**src/rtl/bus_arbiter8_pkg.sv**
```systemverilog
// Shared definitions for the eight-source round-robin bus arbiter.
package bus_arbiter8_pkg;

  localparam int unsigned NSRC = 8;
  localparam int unsigned SELW = 3;

  localparam logic [0:0] ST_IDLE  = 1'b0;
  localparam logic [0:0] ST_GRANT = 1'b1;

  function automatic logic [NSRC-1:0] onehot(input logic [SELW-1:0] idx);
    return NSRC'(1) << idx;
  endfunction

endpackage

```
**src/rtl/bus_arbiter8_rr_pick8.sv**
```systemverilog
// Combinational round-robin finder: first set request after ptr, wrapping mod 8.
module rr_pick8
  import bus_arbiter8_pkg::*;
(
  input  logic [NSRC-1:0] req,
  input  logic [SELW-1:0] ptr,
  output logic [SELW-1:0] idx,
  output logic            found
);

  logic [2*NSRC-1:0] dbl;
  logic [NSRC-1:0]   rot;
  logic [SELW:0]     sh;
  logic [SELW-1:0]   off;

  // rot[k] is req[(ptr+1+k) mod 8], so the lowest set bit is the winner
  always_comb begin
    dbl   = {req, req};
    sh    = (SELW+1)'(ptr) + (SELW+1)'(1);
    rot   = dbl[sh +: NSRC];
    off   = '0;
    found = 1'b0;
    for (int k = NSRC - 1; k >= 0; k--) begin
      if (rot[k]) begin
        off   = SELW'(k);
        found = 1'b1;
      end
    end
    idx = SELW'(ptr + SELW'(1) + off);
  end

endmodule

```
**src/rtl/bus_arbiter8.sv**
```systemverilog
// Round-robin arbiter muxing eight DW-bit sources onto one registered bus.
// Optional macro ARB_PREEMPT_EN forces release after MAX_HOLD data cycles when others wait.
module bus_arbiter8
  import bus_arbiter8_pkg::*;
#(
  parameter int unsigned DW       = 32,
  parameter int unsigned MAX_HOLD = 16,
  parameter int unsigned HW       = 8
) (
  input  logic               clk,
  input  logic               rst,
  input  logic [NSRC-1:0]    req,
  input  logic [NSRC*DW-1:0] din,
  output logic [NSRC-1:0]    grant,
  output logic [SELW-1:0]    sel,
  output logic               busy,
  output logic [DW-1:0]      dout,
  output logic               out_valid
);

  if (MAX_HOLD < 2 || MAX_HOLD > 255 || HW >= 32 || (32'd1 << HW) <= MAX_HOLD) begin : g_bad_cfg
    $error("bus_arbiter8: MAX_HOLD/HW out of range");
  end

  logic [0:0]      state, state_nxt;
  logic [NSRC-1:0] grant_nxt;
  logic [SELW-1:0] sel_nxt, ptr, ptr_nxt, pick;
  logic            busy_nxt, out_valid_nxt, found, preempt_c, release_c;
  logic [DW-1:0]   dout_nxt;

  rr_pick8 u_pick (
    .req   (req),
    .ptr   (ptr),
    .idx   (pick),
    .found (found)
  );

`ifdef ARB_PREEMPT_EN
  // hold_cnt counts data cycles already presented on dout for the current owner
  logic [HW-1:0] hold_cnt, hold_nxt;
  assign preempt_c = (hold_cnt == HW'(MAX_HOLD - 1)) && ((req & ~grant) != '0);
`else
  assign preempt_c = 1'b0;
`endif

  assign release_c = !req[sel] || preempt_c;

  always_ff @(posedge clk) begin
    if (rst) begin
      state     <= ST_IDLE;
      grant     <= '0;
      sel       <= '0;
      busy      <= 1'b0;
      dout      <= '0;
      out_valid <= 1'b0;
      ptr       <= SELW'(NSRC - 1);
`ifdef ARB_PREEMPT_EN
      hold_cnt  <= '0;
`endif
    end else begin
      state     <= state_nxt;
      grant     <= grant_nxt;
      sel       <= sel_nxt;
      busy      <= busy_nxt;
      dout      <= dout_nxt;
      out_valid <= out_valid_nxt;
      ptr       <= ptr_nxt;
`ifdef ARB_PREEMPT_EN
      hold_cnt  <= hold_nxt;
`endif
    end
  end

  always_comb begin
    state_nxt     = state;
    grant_nxt     = grant;
    sel_nxt       = sel;
    busy_nxt      = busy;
    dout_nxt      = dout;
    out_valid_nxt = out_valid;
    ptr_nxt       = ptr;
`ifdef ARB_PREEMPT_EN
    hold_nxt      = hold_cnt;
`endif
    case (state)
      ST_IDLE: begin
        if (found) begin
          state_nxt     = ST_GRANT;
          grant_nxt     = onehot(pick);
          sel_nxt       = pick;
          ptr_nxt       = pick;
          busy_nxt      = 1'b1;
          out_valid_nxt = 1'b0;
`ifdef ARB_PREEMPT_EN
          hold_nxt      = '0;
`endif
        end
      end
      ST_GRANT: begin
        // Release always passes through IDLE, giving the one-cycle turnaround
        if (release_c) begin
          state_nxt     = ST_IDLE;
          grant_nxt     = '0;
          busy_nxt      = 1'b0;
          out_valid_nxt = 1'b0;
        end else begin
          dout_nxt      = din[sel*DW +: DW];
          out_valid_nxt = 1'b1;
`ifdef ARB_PREEMPT_EN
          if (out_valid && hold_cnt != '1)
            hold_nxt = hold_cnt + HW'(1);
`endif
        end
      end
      default: state_nxt = ST_IDLE;
    endcase
  end

endmodule

```
**config.mk**
```make
export PLATFORM = sky130hd
export DESIGN_NAME = bus_arbiter8
export DESIGN_NICKNAME = d
export VERILOG_FILES = /design/src/rtl/bus_arbiter8_pkg.sv /design/src/rtl/bus_arbiter8_rr_pick8.sv /design/src/rtl/bus_arbiter8.sv
export SDC_FILE = /design/constraint.sdc
export NUM_CORES = 1
export LEC_CHECK = 0
export BUFFER_PORTS_ARGS = -buffer_cell sky130_fd_sc_hd__buf_2
export CAP_MARGIN = 20
export CORE_AREA = 2 2 119 121
export CTS_CLUSTER_SIZE = 20
export DETAILED_ROUTE_END_ITERATION = 10
export DIE_AREA = 0 0 121 123
export GPL_TIMING_DRIVEN = 0
export SLEW_MARGIN = 20
export SYNTH_ARGS = -nofsm -noshare
export SYNTH_HDL_FRONTEND = slang
export SYNTH_SLANG_ARGS = --single-unit
```
**constraint.sdc**
```tcl
create_clock -name clk -period 5.35 [get_ports clk]
set_input_delay 0.535 -clock clk [delete_from_list [all_inputs] [get_ports clk]]
set_output_delay 0.535 -clock clk [all_outputs]
set_load 0.02 [all_outputs]
```
==> metrics.cfg <==
[clock_tree]
cts_sinks = 49
clock_latency_ps = 290
clock_path_buffers = 2
cts-htree-levels = 2
cts_setup_buffers = 0
cts_resized = 0
numCtsBuffers = 5
clk_pin_slew_ps = 70
ctsHoldBuffers = 0
cts_tree = yes
clock-root-buffer = clkbuf_16

[die]
rows = 43
dieHeight_um = 123
fp.dieArea_um2 = 14900
start_util = 0.311
pin_count = 311
die_x_um = 121
core_area_um2 = 13600

[power]
p_clk_frac = 0.118
pwr-share-comb = 0.680
power_density_nw_per_um2 = 448
p_seq_frac = 0.202
ir_worst_vdd_mv = 0.186
swShare = 0.441
leakagePower_nw = 2.73
p_sw_mw = 1.21
internal_power_mw = 1.54

[setup_path]
cp_top_family = compound AO/OA/AOI/OAI gates
worstSetupStartpointType = flip-flop
crit_fanout = 10
slowest_stage = fa_1
end_kind = flip-flop
crit_buf_inv = 3
worstSetupPathType = flip-flop to flip-flop
worstPathCellList = buf_2, buf_4, clkbuf_1, a21oi_1, a2111oi_0, a31oi_1, o211ai_1, o21ai_0, ha_1, fa_1, xor2_1, a32o_1
r2r_setup_slack_ps = 1990
critical_path_arrival_ps = 3590
critPathMaxStageDelay_ps = 510
cp.required_ps = 5590

[final_layout]
layout.cells.non_filler = 884
final_area_um2 = 6140
multi_input_comb_area_um2 = 3020
drive_above_1_share = 0.584
fillers = 1380
areaGrowthSynthToFinish_pct = 45.3
final_nets = 967
final-seq-area_um2 = 981

[logic_synthesis]
ys_seq_area_frac = 0.232
synth_top_family_by_area = multiplexers
synth_nets = 654
syn_area_um2 = 4230
yosysUniqueCellTypes = 51
syn_avg_cell_area_um2 = 11.0
synthAdderAreaFrac = 0.00769
synth_simple_gate_area_frac = 0.0932
muxShareOfSynthArea = 0.448
synth_enable_flop_cells = 0
synth_compound_area_frac = 0.160
yosys_warnings = 0
synth-xor-area-share = 0.00592
async_reset_ff_frac = 0
ys_ff_latch = 49
yosys_most_used_dff = dfxtp_1
synthCells = 386

[grt]
grt_pass1_vias = 4744
track_usage = 0.246
antenna_found_initial = 7
grt_max_degree = 18
grt-ovfl-total = 0
grt_pass1_wl_um = 27700

[place]
dp.cells = 872
port_buffers = 306
hpwlAfterDp_um = 16400
place_area_um2 = 5980
dp_worst_setup_slack_ps = 2060
place_congestion = 0.873

[sta]
finalCritPeriodShare = 0.627
hold_viol = 0
setup_tns_ps = 0
setup_viol = 0
fin_hold_ws_ps = 471
slew_viol_final = 0
tightest_slew_ps = 773
maxSlewHeadroom = 0.485
min_period_ps = 3360
fmax_mhz = 298
rsz0062_at_grt = false
timing.final.ws_setup_ps = 1990
finClkSkew_ps = 5.66

[drt]
postRouteAntennaNets = 0
drt_iter0_drc = 361
dr.pass1.iters = 4
wl_per_cell_um = 21.6
vias = 4768
drc = 0
wirelength_um = 19100
post_drt_via_cell_ratio = 5.39

[job]
maxCapViolCount = 0

[status]
status = completed

[hold_path]
hp-class = flip-flop to flip-flop

[power groups by stage]
stage                     registers, mW  logic [mW]  clock network [mW]
final                             0.557        1.87               0.325
after detailed placement          0.562        1.88                   0
after global placement            0.561        1.86                   0
after global routing              0.568        2.02               0.346
after floorplan                   0.687        1.24                   0
after CTS                         0.555        1.89               0.332
[layout by cell type (no fill, tap or decap), types with 2 or more instances in the layout]
master,instances
mux2i_1,38
clkbuf_1,21
diode_2,4
o211ai_1,2
buf_1,2
nor2_1,52
a31oi_1,3
a32oi_1,2
mux4_2,66
inv_6,2
a211oi_1,34
a32o_1,2
o22ai_1,3
nor3_1,6
inv_1,9
dfxtp_1,49
o21a_1,2
buf_2,321
clkbuf_16,5
buf_6,2
o2bb2ai_1,2
o21bai_1,2
nor2b_1,6
a221oi_1,2
nand2_1,8
nor3b_1,3
nand3_1,2
a21oi_1,10
a22o_1,6
a2111oi_0,2
o21ai_0,8
nand2b_1,5
[metrics by stage]
stage / total power, mW / utilization
after floorplan: 1.93 / -
after global placement: 2.42 / 0.440
after detailed placement: 2.45 / 0.440
after CTS: 2.78 / 0.451
after global routing: 2.94 / 0.451
final: 2.75 / 0.451
[final timing paths]
path,startpoint,end,depth (start not counted)
min reg2reg,out_valid,out_valid,1
max,ptr[1],grant[4],12
min,out_valid,out_valid,1
max reg2reg,ptr[1],grant[4],12
[routing by layer]
metal	track usage	vias up	wire, µm
li1	-	2177	-
met1	0.314	2352	7270
met2	0.419	207	9770
met3	0.0710	26	1670
met4	0.0480	6	297
met5	0	-	41
[worst register-to-register path: cells and delay by family (launching register included)]
family / cells / cell delay, ps
buf+inv: 3 / 770
fa+ha+maj: 2 / 730
flops: 1 / 310
xor+xnor: 1 / 400
compound gates: 6 / 1090
[synth_stat cells (3+ instances only)]
cell type	n	share of area
a211oi_1	34	0.060
a21oi_1	10	0.012
a22o_1	6	0.012
a31oi_1	3	0.0044
buf_2	15	0.018
clkbuf_1	21	0.019
dfxtp_1	49	0.23
inv_1	9	0.0080
mux2i_1	38	0.090
mux4_2	66	0.35
nand2_1	8	0.0071
nand2b_1	5	0.0074
nor2_1	52	0.046
nor2b_1	6	0.0089
nor3_1	6	0.0071
nor3b_1	3	0.0053
o21ai_0	8	0.0095
o22ai_1	3	0.0044
[area by class of cell]
class                           count  area share
Antenna cell                        4     0.00163
Timing Repair Buffer              306       0.249
Clock buffer                        5      0.0204
Inverter                            9     0.00550
Sequential cell                    49       0.160
Multi-Input combinational cell    287       0.492
Clock inverter                      3     0.00407
Buffer                             41      0.0312
Tap cell                          180      0.0367
[flip-flops by register name (all words and copies together), names as in the netlist]
register,cells
busy,1
dout,32
grant,8
out_valid,1
ptr,3
sel,3
state,1
[cell families after synthesis]
logic type	after synthesis
AND/OR/NAND/NOR	87
XOR/XNOR	2
buffers and inverters	50
AO/OA/AOI/OAI	90
flip-flops	49
multiplexers	106
adder cells (fa/ha/maj)	2
Power figures use the tool's default switching activity.
